**src/rtl/ifetch_icache.sv**
```systemverilog
// Instruction fetch stage with a direct-mapped, one-word-per-line I-cache.
// Hits stream one instruction per cycle; misses fetch a word from memory.
module ifetch_icache #(
  parameter int INDEX_W = 6,
  parameter int ADDR_W  = 32
) (
  input  logic              clk,
  input  logic              rst,
  input  logic              rdy,
  input  logic              iMC_done,
  input  logic [31:0]       iMC_inst,
  output logic              oMC_en,
  output logic [ADDR_W-1:0] oMC_addr,
  input  logic              iIQ_full,
  output logic              oIQ_en,
  output logic [31:0]       oIQ_inst,
  output logic [ADDR_W-1:0] oIQ_pc,
  input  logic              iJP_en,
  input  logic [ADDR_W-1:0] iJP_pc
);

  localparam int LINES = 1 << INDEX_W;
  localparam int TAG_W = ADDR_W - INDEX_W - 2;

  typedef enum logic {IDLE, MISS} state_e;

  state_e              state_q, state_d;
  logic [ADDR_W-1:0]   pc_q, pc_d;
  logic                discard_q, discard_d;
  logic [LINES-1:0]    valid_q, valid_d;
  logic                mc_en_q, mc_en_d;
  logic [ADDR_W-1:0]   mc_addr_q, mc_addr_d;
  logic                iq_en_q, iq_en_d;
  logic [31:0]         iq_inst_q, iq_inst_d;
  logic [ADDR_W-1:0]   iq_pc_q, iq_pc_d;

  logic [TAG_W-1:0]    tag_mem [LINES];
  logic [31:0]         data_mem [LINES];

  logic [INDEX_W-1:0]  lk_idx, f_idx;
  logic [TAG_W-1:0]    lk_tag, f_tag;
  logic                hit, fill;

  always_comb begin
    lk_idx    = pc_q[INDEX_W+1:2];
    lk_tag    = pc_q[ADDR_W-1:INDEX_W+2];
    f_idx     = mc_addr_q[INDEX_W+1:2];
    f_tag     = mc_addr_q[ADDR_W-1:INDEX_W+2];
    hit       = valid_q[lk_idx] && (tag_mem[lk_idx] == lk_tag);
    state_d   = state_q;
    pc_d      = pc_q;
    discard_d = discard_q;
    valid_d   = valid_q;
    mc_en_d   = mc_en_q;
    mc_addr_d = mc_addr_q;
    iq_en_d   = 1'b0;
    iq_inst_d = iq_inst_q;
    iq_pc_d   = iq_pc_q;
    fill      = 1'b0;
    unique case (state_q)
      IDLE: begin
        if (iJP_en) begin
          pc_d = iJP_pc;
        end else if (!iIQ_full) begin
          if (hit) begin
            iq_en_d   = 1'b1;
            iq_inst_d = data_mem[lk_idx];
            iq_pc_d   = pc_q;
            pc_d      = pc_q + ADDR_W'(4);
          end else begin
            state_d   = MISS;
            mc_en_d   = 1'b1;
            mc_addr_d = pc_q;
          end
        end
      end
      MISS: begin
        if (iJP_en) begin
          pc_d      = iJP_pc;
          discard_d = 1'b1;
        end
        // The request cannot be aborted, so the line is always filled.
        if (iMC_done) begin
          fill           = 1'b1;
          valid_d[f_idx] = 1'b1;
          mc_en_d        = 1'b0;
          state_d        = IDLE;
          discard_d      = 1'b0;
          if (!discard_q && !iJP_en && !iIQ_full) begin
            iq_en_d   = 1'b1;
            iq_inst_d = iMC_inst;
            iq_pc_d   = mc_addr_q;
            pc_d      = mc_addr_q + ADDR_W'(4);
          end
        end
      end
      default: state_d = IDLE;
    endcase
  end

  always_ff @(posedge clk) begin
    if (rst) begin
      state_q   <= IDLE;
      pc_q      <= '0;
      discard_q <= 1'b0;
      valid_q   <= '0;
      mc_en_q   <= 1'b0;
      mc_addr_q <= '0;
      iq_en_q   <= 1'b0;
      iq_inst_q <= '0;
      iq_pc_q   <= '0;
    end else if (rdy) begin
      state_q   <= state_d;
      pc_q      <= pc_d;
      discard_q <= discard_d;
      valid_q   <= valid_d;
      mc_en_q   <= mc_en_d;
      mc_addr_q <= mc_addr_d;
      iq_en_q   <= iq_en_d;
      iq_inst_q <= iq_inst_d;
      iq_pc_q   <= iq_pc_d;
    end
  end

  always_ff @(posedge clk) begin
    if (!rst && rdy && fill) begin
      tag_mem[f_idx]  <= f_tag;
      data_mem[f_idx] <= iMC_inst;
    end
  end

  assign oMC_en   = mc_en_q;
  assign oMC_addr = mc_addr_q;
  assign oIQ_en   = iq_en_q;
  assign oIQ_inst = iq_inst_q;
  assign oIQ_pc   = iq_pc_q;

endmodule
```
**config.mk**
```make
export PLATFORM = sky130hd
export DESIGN_NAME = ifetch_icache
export DESIGN_NICKNAME = d
export VERILOG_FILES = /design/src/rtl/ifetch_icache.sv
export SDC_FILE = /design/constraint.sdc
export NUM_CORES = 2
export LEC_CHECK = 0
export ABC_AREA = 1
export CAP_MARGIN = 25
export CORE_AREA = 2 2 620 622
export DETAILED_ROUTE_END_ITERATION = 8
export DIE_AREA = 0 0 622 624
export PLACE_DENSITY = 0.63
export SYNTH_ARGS = -nofsm -noshare
export SYNTH_HDL_FRONTEND = slang
export SYNTH_SLANG_ARGS = --single-unit
export TNS_END_PERCENT = 10
```
**constraint.sdc**
```tcl
create_clock -name clk -period 5 [get_ports clk]
set_clock_uncertainty 0.05 [all_clocks]
set_input_delay 0.5 -clock clk [delete_from_list [all_inputs] [get_ports clk]]
set_output_delay 0.5 -clock clk [all_outputs]
set_load 0.01 [all_outputs]
```
==> metrics <==
critical path's slowest cell dfxtp_4; Layout fillers ~34,000; Clock transition at path regs 0.06 ns; top fanout value on the critical path 72; capture point of the critical path oMC_addr[30]; Synth async-reset ratio 0%; Total Power Consumption ~67,000 uW; ratio of final minimum period to clock period slightly below 90%; horizontal die dimension about 620 um; top_reg_cell synth edfxtp_1; drt initial violations 17,000; Area growth syn-to-layout 13.6%; I/O pin cnt ~170; endpoints failing setup 0; most used cell, CP nand3_1; vertical die dimension 624 um; Overflow after GRT 0; Layout Nets between 10,000 and 15,000; Final Hold Viols 0; number of detailed-route iterations in the first pass 7; routability-driven placement congestion ratio between 0.9 and 1; Worst IR Drop VDD 0.326 mV; port bufs ~170; number of warnings printed during yosys synthesis 0; worst slew slack as a fraction of its limit 18.7%; number of gates resized after CTS 0; Synth Instances about 13,000; area of the die ~390,000 um2; transition time at the pin with the least slew margin 1.22 ns; sink count of the clock tree between 3,000 and 4,000; number of global-route vias before repair between 90,000 and 100k; Detailed Route WL between 500,000 and 600,000 um; Critical Setup Path Class reg -> reg; achievable frequency 0.229 GHz; final number of max-transition violations 0; initial standard-cell utilization of the core 39.9%; count of different cell masters after synthesis between 50 and 60; CTS tree done; Final ANT Viol Nets 0; number of flip-flops and latches in the synthesized netlist roughly 3,800; end of the worst register-to-register path oMC_addr[30]; worst path cell trace buf_12 -> buf_4 -> nand2_1 -> nand3_1 -> nand3_1 -> nand3_1 -> nand3_1 -> nand3_1 -> nand3_1 -> nand2_1 -> nand4_1 -> nor2_2 -> nand2_2 -> buf_4 -> nand2_1 -> buf_4 -> nand2_1 -> a21oi_1; highest cell delay on the worst timing path about 0.58 ns; clock latency reported for the late side of the worst-skew pair approximately 0.93 ns; Required @ worst endpoint 5.77 ns; Mapped Area about 150,000 um2; status finished clean; CTS Root Buffer Type clkbuf_16; hold crit path type in -> reg; TNS Setup 0 ns; clock buffers created by TritonCTS 377; core area between 300,000 and 400,000 um2; number of max-cap violations 0; P_leak 0.0577 uW; maximum number of pins on one net before global-route repair 201; unrepaired setup endpoints after global routing no; area leader, netlist edfxtp_1; top cells by area, synth edfxtp_1 71%, nand3_1 5.6%, nand2_1 5.1%; mean routed wirelength per cell approximately 28 um; antenna violations before repair 34; total global-route track usage 25.5%; post-synthesis sequential area ratio around three quarters; row count 227; critical path launch point type flop; share of post-route cells with drive strength above 1 under 10%; number of synthesized flops with an enable pin ~3,600; setup slack, reg-to-reg around 0.64 ns; Clock H-tree levels 5; detailed placer's ending HPWL ~260,000 um; maximum clock path buffer count 4; post-detailed-route DRC marker count 0; total number of vias ~110k; pwr dens between 300 and 400 nW/um2; synthesized area per cell roughly 12 um2; number of cells on the worst reg-to-reg path 18; Worst setup EP type flop; proportion of netlist area held by the largest area contributor a little over two thirds; wire length of the first global-routing pass 719,000 um; routed via count divided by cell count 5.93; arrival time at the worst endpoint 5.13 ns; post-route minimum period 4.36 ns; syn nets roughly 13,000
-- routing by layer --
layer,track usage (%),share of wire [%],vias up
met1,34.3,38,52700
met3,4.74,11,1252
met5,0,0.027,-
met2,39.9,45,6601
met4,12.3,5.5,20
li1,-,-,45800
-- per-stage QoR --
stage	instances	hold slack (ns)	util, %	cell area [um2]	setup WS (ns)
floorplan	12600	0.373	-	152000	0.564
global placement	17300	0.384	42.1	161000	0.878
detailed placement	17300	0.391	42.1	161000	0.846
CTS	17900	0.0313	45.3	172000	0.800
global route	17900	0.0245	45.3	173000	0.427
finish	17900	0.0436	45.3	173000	0.638
-- placed cells by master (no fill, tap or decap), types with 5 or more instances in the layout --
cell             synthesis  routed
dlygate4sd3_1            0       6
dfxtp_4                  0       7
nor3_1                  21      20
inv_6                    0      13
nand3_1               1688    1687
inv_1                  174     172
clkbuf_8                 0      12
diode_2                  0       9
o31ai_1                  6       6
xor2_1                  10      10
nand2_1               2057    2057
clkbuf_1               419      96
clkdlybuf4s50_1          0     133
buf_2                  373      33
nand4_1                 15      15
nor2_1                1556    1492
o211ai_1                55      55
nor4_1                   6       6
clkinv_2                 0      51
buf_4                   36     266
clkinvlp_4               0       5
clkinv_1                 2      73
dfxtp_1                202     171
o32ai_1                 12      12
buf_12                   0     121
clkbuf_16                0     383
o311ai_0                10      10
edfxtp_1              3584    3584
o21ai_0               1407    1407
a21oi_1                154     154
o22ai_1                542     542
nor2_4                   0      63
dfxtp_2                  0      24
bufinv_16                0      30
a31oi_1                 18      18
o221ai_1                98      98
-- power by group --
group          leakage (uW)  internal [uW]  switching, uW
combinational        0.0171           1210           3170
sequential           0.0348          34500           74.6
clock               0.00579          15800          12000
-- how the worst min path moves through the flow --
stage,from,endpoint,slack [ns],cells past startpoint
finish,iMC_inst[15],data_mem[63][15],0.04,2
global route,iMC_inst[15],data_mem[37][15],0.02,2
CTS,iMC_inst[14],data_mem[41][14],0.03,1
detailed placement,valid_q[0],valid_q[0],0.39,2
global placement,valid_q[51],valid_q[51],0.38,2
floorplan,valid_q[0],valid_q[0],0.37,2
-- flip-flops by register name, indices dropped and copies added, names as in the netlist, 32 cells and up, named ones only --
name,flops
valid_q,64
oIQ_pc,32
oIQ_inst,32
pc_q,32
data_mem,2048
tag_mem,1536
oMC_addr,32
-- layout make-up --
cell class                      count  area, um2  area share (%)
Multi-Input combinational cell   7697      36000            20.9
Antenna cell                        9       22.5          0.0130
Clock buffer                      494      10100            5.87
Tap cell                         5038       6300            3.65
Sequential cell                  3786     112000            64.7
Inverter                          182        737           0.427
Timing Repair Buffer              559       5980            3.46
Clock inverter                    179       1710           0.989
-- what timing repair did --
action,CTS,global route
setup buffers,0,0
hold buffers,5,1
endpoints found under the setup margin,0,0
hold endpoints to repair,77,4
-- synth_stat cells, types with 2 or more instances --
| master | number |
|---|---|
| a21oi_1 | 154 |
| a221oi_1 | 2 |
| a31oi_1 | 18 |
| buf_1 | 63 |
| buf_2 | 373 |
| buf_4 | 36 |
| buf_6 | 16 |
| clkbuf_1 | 419 |
| clkinv_1 | 2 |
| dfxtp_1 | 202 |
| edfxtp_1 | 3584 |
| ha_1 | 2 |
| inv_1 | 174 |
| inv_2 | 5 |
| mux2_2 | 3 |
| mux2i_1 | 4 |
| nand2_1 | 2057 |
| nand2_2 | 4 |
| nand3_1 | 1688 |
| nand4_1 | 15 |
| nor2_1 | 1556 |
| nor2_2 | 2 |
| nor3_1 | 21 |
| nor4_1 | 6 |
| o211ai_1 | 55 |
| o21a_1 | 2 |
| o21ai_0 | 1407 |
| o21ai_1 | 2 |
| o21bai_1 | 3 |
| o221ai_1 | 98 |
| o22ai_1 | 542 |
| o311ai_0 | 10 |
| o31ai_1 | 6 |
| o32ai_1 | 12 |
| or2_2 | 2 |
| xnor2_1 | 3 |
| xor2_1 | 10 |
-- cells by family after synthesis --
group | after synthesis | share of synthesized area, %
DFF | 3786 | 73.5
and+or+nand+nor | 5355 | 14.7
buffers and inverters | 1089 | 3.17
AOI/OAI and AO/OA | 2320 | 8.53
muxes | 7 | 0.0486
xor gates and xnor gates | 13 | 0.0749
adders and majority gates | 2 | 0.0165
-- critical path: cells and delay by family (launching register included) --
kind / cells / cell delay [ns]
buffers and inverters: 4 / 1.32
DFF: 1 / 0.58
and+or+nand+nor: 13 / 2.03
AOI/OAI and AO/OA: 1 / 0.16
(Power assumes the default switching activity.)
